[src/rtl/rx_pkg.sv]
`default_nettype none
// ============================================================================
// Module      : rx_pkg
// Description : Shared types and constants for the receive-buffer read path.
// Revision    : 1.0 - initial release
// ============================================================================
package rx_pkg;

   // Byte width of the receive buffer and of the outgoing stream.
   localparam int RX_DATA_W = 8;

   // Default message length; the buffer sizes its message slots from this too.
   localparam int RX_MSG_BYTES = 64;

   // Read-side sequencer states.
   typedef enum logic [1:0] {
      IDLE  = 2'd0,
      READ  = 2'd1,
      DRAIN = 2'd2
   } rx_drain_state_t;

endpackage : rx_pkg
`default_nettype wire

[src/rtl/rx_out_fifo2.sv]
`default_nettype none
// ============================================================================
// Module      : rx_out_fifo2
// Description : Two-entry byte FIFO that decouples buffer read latency from
//               stream backpressure. Simultaneous push and pop is allowed.
// Revision    : 1.0 - initial release
// ============================================================================
module rx_out_fifo2
   import rx_pkg::*;
(
   input  logic                 clk,
   input  logic                 rst,
   input  logic                 push,
   input  logic [RX_DATA_W-1:0] push_data,
   input  logic                 pop,
   output logic [RX_DATA_W-1:0] head_data,
   output logic [1:0]           count
);

   logic [RX_DATA_W-1:0] r_mem [0:1];
   logic                 r_wr_ptr;
   logic                 r_rd_ptr;
   logic [1:0]           r_count;
   logic                 w_do_push;
   logic                 w_do_pop;

   // A push into a full FIFO only lands if the head leaves in the same cycle.
   always_comb begin
      w_do_pop  = pop && (r_count != 2'd0);
      w_do_push = push && ((r_count != 2'd2) || w_do_pop);
   end

   // Storage, pointers and occupancy.
   always_ff @(posedge clk) begin
      if (rst) begin
         r_mem[0] <= '0;
         r_mem[1] <= '0;
         r_wr_ptr <= 1'b0;
         r_rd_ptr <= 1'b0;
         r_count  <= 2'd0;
      end else begin
         if (w_do_push) begin
            r_mem[r_wr_ptr] <= push_data;
            r_wr_ptr        <= ~r_wr_ptr;
         end
         if (w_do_pop) begin
            r_rd_ptr <= ~r_rd_ptr;
         end
         r_count <= r_count + {1'b0, w_do_push} - {1'b0, w_do_pop};
      end
   end

   assign head_data = r_mem[r_rd_ptr];
   assign count     = r_count;

endmodule : rx_out_fifo2
`default_nettype wire

[src/rtl/rx_drain_ctrl.sv]
`default_nettype none
// ============================================================================
// Module      : rx_drain_ctrl
// Description : Drains one fixed-length message from the receive buffer and
//               presents it as an AXI-Stream byte message with tlast on the
//               final byte, hiding the buffer's registered read latency.
// Revision    : 1.0 - initial release
// ============================================================================
module rx_drain_ctrl
   import rx_pkg::*;
#(
   parameter int MSG_BYTES = RX_MSG_BYTES,
   parameter int CNT_W     = $clog2(MSG_BYTES + 1),
   parameter int MSGCNT_W  = 16
)
(
   input  logic                 clk,
   input  logic                 rst,
   input  logic                 start,
   output logic                 busy,
   output logic                 done,
   input  logic                 brx_empty,
   output logic                 brx_rd_en,
   input  logic [RX_DATA_W-1:0] rx_data,
   output logic [RX_DATA_W-1:0] m_tdata,
   output logic                 m_tvalid,
   input  logic                 m_tready,
   output logic                 m_tlast,
   output logic [MSGCNT_W-1:0]  msg_count
);

   localparam logic [CNT_W-1:0] C_MSG_BYTES = CNT_W'(MSG_BYTES);
   localparam logic [CNT_W-1:0] C_LAST_IDX  = CNT_W'(MSG_BYTES - 1);

   rx_drain_state_t      r_state;
   rx_drain_state_t      w_state_nxt;
   logic [CNT_W-1:0]     r_issued;
   logic [CNT_W-1:0]     r_sent;
   logic                 r_inflight;
   logic [MSGCNT_W-1:0]  r_msg_count;
   logic [1:0]           w_q_count;
   logic [2:0]           w_occupancy;
   logic                 w_room;
   logic                 w_pop;
   logic                 w_accept;
   logic                 w_start_msg;

   // Queue slots already spoken for: stored bytes plus the one in flight.
   // Comparing against 2+pop avoids an underflowing subtraction.
   always_comb begin
      w_pop       = m_tvalid && m_tready;
      w_occupancy = {1'b0, w_q_count} + {2'b00, r_inflight};
      w_room      = w_occupancy < (3'd2 + {2'b00, w_pop});
      w_accept    = brx_rd_en && !brx_empty;
      w_start_msg = (r_state == IDLE) && start;
   end

   // State register.
   always_ff @(posedge clk) begin
      if (rst) begin
         r_state <= IDLE;
      end else begin
         r_state <= w_state_nxt;
      end
   end

   // Next state, read issue and completion strobe.
   always_comb begin
      w_state_nxt = r_state;
      busy        = 1'b0;
      brx_rd_en   = 1'b0;
      done        = 1'b0;
      case (r_state)
         IDLE: begin
            if (start) begin
               w_state_nxt = READ;
            end
         end
         READ: begin
            busy      = 1'b1;
            brx_rd_en = (r_issued < C_MSG_BYTES) && w_room;
            if (r_issued == C_MSG_BYTES) begin
               w_state_nxt = DRAIN;
            end
         end
         DRAIN: begin
            busy = 1'b1;
            if (w_pop && (r_sent == C_LAST_IDX)) begin
               done        = 1'b1;
               w_state_nxt = IDLE;
            end
         end
         default: begin
            w_state_nxt = IDLE;
         end
      endcase
   end

   // Issued/sent byte counters, restarted when a new message begins.
   always_ff @(posedge clk) begin
      if (rst) begin
         r_issued <= '0;
         r_sent   <= '0;
      end else if (w_start_msg) begin
         r_issued <= '0;
         r_sent   <= '0;
      end else begin
         if (w_accept) begin
            r_issued <= r_issued + 1'b1;
         end
         if (w_pop) begin
            r_sent <= r_sent + 1'b1;
         end
      end
   end

   // Marks that the buffer will present read data on the next cycle.
   always_ff @(posedge clk) begin
      if (rst) begin
         r_inflight <= 1'b0;
      end else begin
         r_inflight <= w_accept;
      end
   end

   // Completed-message counter, free-running modulo its width.
   always_ff @(posedge clk) begin
      if (rst) begin
         r_msg_count <= '0;
      end else if (done) begin
         r_msg_count <= r_msg_count + 1'b1;
      end
   end

   rx_out_fifo2 u_fifo (
      .clk       (clk),
      .rst       (rst),
      .push      (r_inflight),
      .push_data (rx_data),
      .pop       (w_pop),
      .head_data (m_tdata),
      .count     (w_q_count)
   );

   assign m_tvalid  = (w_q_count != 2'd0);
   assign m_tlast   = m_tvalid && (r_sent == C_LAST_IDX);
   assign msg_count = r_msg_count;

endmodule : rx_drain_ctrl
`default_nettype wire

[config.mk]
export PLATFORM = sky130hd
export DESIGN_NAME = rx_drain_ctrl
export DESIGN_NICKNAME = d
export VERILOG_FILES = /design/src/rtl/rx_pkg.sv /design/src/rtl/rx_out_fifo2.sv /design/src/rtl/rx_drain_ctrl.sv
export SDC_FILE = /design/constraint.sdc
export NUM_CORES = 1
export LEC_CHECK = 0
export ABC_AREA = 1
export CELL_PAD_IN_SITES_DETAIL_PLACEMENT = 2
export CELL_PAD_IN_SITES_GLOBAL_PLACEMENT = 2
export CORE_MARGIN = 2
export CORE_UTILIZATION = 34
export DETAILED_ROUTE_END_ITERATION = 6
export PLACE_DENSITY = 0.95
export SYNTH_ARGS = -nofsm -noshare
export SYNTH_HDL_FRONTEND = slang
export SYNTH_SLANG_ARGS = --single-unit
[constraint.sdc]
create_clock -name clk -period 4.35 [get_ports clk]
set_input_delay 0.6525 -clock clk [delete_from_list [all_inputs] [get_ports clk]]
set_output_delay 0.6525 -clock clk [all_outputs]
set_load 0.02 [all_outputs]
# Word level (Yosys, flattened, before mapping)
# Memory sizes are Yosys's and may differ from the RTL's. A register that Yosys moved wholly into a read port is not among the register bits.
# Cells that the tools add are included.
classes:
  n_addsub: 7
  order_cmp: 2
  eq_ne: 8
  n_mux: 18
  n_bitwise: 2
  reduce_logical: 16
ops:
  columns: ["cell", "n"]
  rows:
  - ["$add 16x1->16 const B", 1]
  - ["$add 7x1->7 const B", 2]
  - ["$mux 1", 13]
  - ["$logic_and 1x1->1", 8]
  - ["$mux 8", 1]
  - ["$ne 2x2->1 const B", 4]
  - ["$reduce_or 8->1", 1]
  - ["$eq 7x6->1 const B", 1]
  - ["$eq 7x7->1 const B", 1]
  - ["$lt 7x7->1 const B", 1]
  - ["$mux 2", 3]
  - ["$pmux 2 s3", 1]
  - ["$reduce_or 2->1", 2]
  - ["$add 2x1->3", 1]
  - ["$add 2x1->3 const A", 1]
  - ["$lt 3x3->1", 1]
  - ["$reduce_and 3->1", 1]
  - ["$add 2x1->2", 1]
  - ["$eq 2x1->1 const B", 1]
  - ["$eq 2x2->1 const B", 1]
  - ["$logic_not 2->1", 1]
  - ["$not 1->1", 2]
  - ["$reduce_bool 2->1", 1]
  - ["$sub 2x1->2", 1]
  - ["other kinds (2)", 2]
totals:
  register_bits: 37
  mem_bits_rw: 16
  input_bits: 13
  out_inout_bits: 29
  wordCells: 62
  n_memories: 1
memory_table:
  columns: ["name", "words", "word_bits", "read_ports", "rd_ports_with_merged_regs", "write_ports", "line_no", "source"]
  rows:
  - ["u_fifo.r_mem", 2, 8, 1, 1, 2, "rx_out_fifo2.sv:20", "logic [RX_DATA_W-1:0] r_mem [0:1];"]

# Longest topological paths before layout
depth:
  depth_word: 10
  mapped_depth: 9
  depth_no_buf: 9

# Hierarchy
# Synthesis repeated with hierarchy kept, for this count alone.
hier_totals:
  cells_unflattened: 361
  area_unflattened_um2: 2845.2
modules_own_cells:
  columns: ["module", "n_inst", "cells_per_inst", "area_each_um2"]
  rows:
  - ["rx_drain_ctrl", 1, 273, 1893.1]
  - ["rx_out_fifo2", 1, 88, 952.2]

# Worst setup path after synthesis
# OpenSTA, ideal clock, no wires.
synth_timing:
  kind: "input -> output"
  from: "input m_tready"
  to: "output done"
  arrival_ps: 1318
  slack_ps: 2380
  cell_stages: 4
  path_buffers: 0
  cell_sequence: "inv_1 -> nor2_8 -> nand3b_1 -> nor2_1"
synth_between:
  elab_chain_len: 4
synth_lines:
  columns: ["item", "line_no", "source"]
  rows:
  - ["start, declared", "rx_drain_ctrl.sv:27", "input logic m_tready,"]
  - ["$logic_and 1x1->1", "rx_drain_ctrl.sv:51", "w_pop = m_tvalid && m_tready;"]
  - ["$logic_and 1x1->1", "rx_drain_ctrl.sv:88", "if (w_pop && (r_sent == C_LAST_IDX)) begin"]
  - ["$mux 1", "rx_drain_ctrl.sv:88", null]
  - ["$mux 1", "rx_drain_ctrl.sv:73", "case (r_state)"]
  - ["end, declared", "rx_drain_ctrl.sv:21", "output logic done,"]
# Every way passes these cells.

# Worst setup path after layout
layout_timing:
  from: "input m_tready"
  to: "output brx_rd_en"
layout_between:
  elab_chain_len: 5
layout_lines:
  columns: ["item", "line_no", "source"]
  rows:
  - ["$logic_and 1x1->1", "rx_drain_ctrl.sv:51", null]
  - ["$add 2x1->3", "rx_drain_ctrl.sv:53", "w_room = w_occupancy < (3'd2 + {2'b00, w_pop});"]
  - ["$lt 3x3->1", "rx_drain_ctrl.sv:53", null]
  - ["$logic_and 1x1->1", "rx_drain_ctrl.sv:81", "brx_rd_en = (r_issued < C_MSG_BYTES) && w_room;"]
  - ["$mux 1", "rx_drain_ctrl.sv:73", null]
  - ["end, declared", "rx_drain_ctrl.sv:23", "output logic brx_rd_en,"]
# Every way passes these cells.

==> flow_summary.toml <==
[yosys]
synthesis.area_mm2 = 0.00286
postSynthCellCount = 370
avgSynthCellArea_um2 = 7.73
yosys_warnings = 0
seq_area_frac_synth_pct = 43.4
ys_types = 31
synth_nets = 395
synth-seq-cells = 54

[global_route]
grt.total_usage_pct = 19.4
grt_start_max_net_pins = 21
antenna_found_initial = 0
grt_overflow = 0
grt_pass1_wl_um = 13700
grt_pass1_vias = 2895

[cts]
cts_buffers = 5
cts_tree = "built"
cts_buffer_depth = 2
cts_hold_buf = 0
htreeDepth = 2
root_buffer = "clkbuf_8"
clkTransAtPathRegs_ns = 0.11
post-cts-setup-buffers = 0
cts_sinks = 54
clock_latency_ns = 0.33
cts_resized = 0

[sta]
skew_ns = 0.00635
max_freq_mhz = 323
period_minus_slack_ns = 3.10
slew_viol_final = 0
setup_viol = 0
worstMarginPinSlew_ns = 0.433
whs_ns = 0.500
relSlewSlack_pct = 71.1
period_share_pct = 71.2
fin_tns_setup_ns = 0
grt_setup_unrepaired = "no"
finalHoldViolCount = 0

[critical_path]
max_stage_delay_ns = 0.66
worstPathRequired_ns = 3.70
critPathKind = "input port to primary output"
critical_path_arrival_ns = 2.44
setup.worst_path.end_class = "primary output"
cp_common_cell = "clkdlybuf4s50_1"
cp_slowest_cell = "clkdlybuf4s50_1"
start_kind = "input port"
cp_max_fo = 10
path_cells = "clkdlybuf4s50_1 > inv_1 > nor2_8 > nand2_2 > a21boi_4 > clkdlybuf4s50_1"

[layout]
drive_gt1_share_pct = 6.52
mostFrequentLayoutCells = "nand2_1, inv_1, nor2_1, clkdlybuf4s50_1, dfxtp_1"
n_fill_cell = 965
final_util_pct = 42.4
antenna_cells = 0
fin_cells = 519
mostFrequentLayoutCell = "nand2_1"
area_growth_pct = 21.3
final_net_count = 438

[drt]
drtIter0Drc = 64
vias_per_cell = 4.91
drt_pass1_iterations = 2
route.met2.wl_um = 4290
met1_length_um = 3390
final_antenna_net_count = 0
top_layer_used = "met4"
routed_wl_um = 7930
drc = 0
dr_wl_met3_um = 164
vias = 2550
wire_per_inst_um = 15.3

[placed_design]
gp_congestion = 0.737
dp_cells = 511
portBuffers = 41
place_hpwl_um = 5960

[power_and_ir_drop]
ir_drop_mv = 0.269
powerDensity_mw_per_mm2 = 381
total_power_mw = 1.32
leakage_nw = 1.42

[run]
cap_viol_max_count = 0

[floorplanning]
die_w_um = 95.7
start_util_pct = 35.0
rows = 33
dieArea_mm2 = 0.00916
io_pins = 42
die_h_um = 95.7
core_area_mm2 = 0.00818

[worst_hold_path]
hold_class = "flop to flop"

[outcome]
status = "complete, no violations"
[final timing paths]
check / start / to / slack [ns] / depth (start not counted)
worst max-delay path: m_tready / brx_rd_en / 1.25 / 6
worst min-delay path: r_sent[5] / r_sent[5] / 0.50 / 2
worst max register to register: u_fifo.count[0] / u_fifo.r_mem[0][2] / 2.42 / 7
worst min register to register: r_sent[5] / r_sent[5] / 0.50 / 2
[cells by family (layout without fill, tap and decap cells)]
family / Yosys count / after routing / share of synthesized area (%)
simple gates: 186 / 186 / 28.6
mux: 8 / 8 / 3.15
buf+inv: 55 / 99 / 7.79
fa+ha+maj: 12 / 12 / 5.25
compound gates: 44 / 44 / 8.44
flops: 54 / 54 / 43.4
xor+xnor: 11 / 11 / 3.37
[worst max-delay path: cells and delay by family]
family / cells / cell delay, ns
buf+inv: 3 / 1.22
simple gates: 2 / 0.33
compound gates: 1 / 0.25
[synthesized netlist by cell type]
library cell	n	share of area, %
nor2_2	1	0.22
dfxtp_1	38	27
clkbuf_1	3	0.39
xnor2_1	5	1.5
ha_1	12	5.2
inv_2	2	0.26
or2_0	1	0.22
a21oi_1	32	5.6
nand3b_1	2	0.52
o21bai_1	1	0.26
edfxtp_1	16	17
buf_2	1	0.17
mux2_2	8	3.1
inv_1	46	6.0
or2_2	1	0.22
nand4_1	7	1.5
xor2_1	6	1.8
nor2_4	1	0.39
nor2_8	2	1.4
o21ai_0	9	1.6
buf_6	2	0.79
nor3_1	2	0.35
a21boi_4	1	0.66
clkinv_1	1	0.13
nand3_4	1	0.61
nand3_1	21	3.7
nor2_1	46	6.0
nand2_1	99	13
nand2_2	1	0.22
and2_1	1	0.22
o211a_1	1	0.35
[stage by stage]
stage,cell area [µm²],setup WS [ns]
2_1_floorplan,2860,2.38
3_3_place_gp,3370,1.31
3_5_place_dp,3370,1.26
4_1_cts,3470,1.25
5_1_grt,3470,1.16
6_report,3470,1.25
[power breakdown]
| part | leakage, nW | total [mW] | internal [mW] | switching [mW] |
|---|---|---|---|---|
| logic | 0.895 | 0.409 | 0.165 | 0.244 |
| clock network | 0.0506 | 0.317 | 0.121 | 0.196 |
| registers | 0.472 | 0.595 | 0.556 | 0.0391 |
| total | 1.42 | 1.32 | 0.842 | 0.479 |
[layer usage]
| metal | vias up | global-route usage (%) |
|---|---|---|
| met1 | 1251 | 22.8 |
| met3 | 6 | 2.66 |
| li1 | 1264 | - |
| met4 | 0 | 5.12 |
| met5 | - | 0 |
| met2 | 29 | 36.9 |
[state kept, by name, summed over array words and instances, names as in the netlist, named ones only]
signal and cells:
msg_count 16, u_fifo.r_mem 16, r_issued 7, r_sent 7, r_state 2, u_fifo.count 2
r_inflight 1, u_fifo.r_rd_ptr 1, u_fifo.r_wr_ptr 1
[final cells by class]
type,instances,area (µm²),share of cell area [%]
clock buffers,5,68.8,1.98
clock inverters,3,28.8,0.830
inverters,49,184,5.30
multi-input cells,261,1400,40.3
flip-flops and latches,54,1240,35.8
well taps,105,131,3.79
repair buffers,42,418,12.0
(Power assumes the default switching activity.)
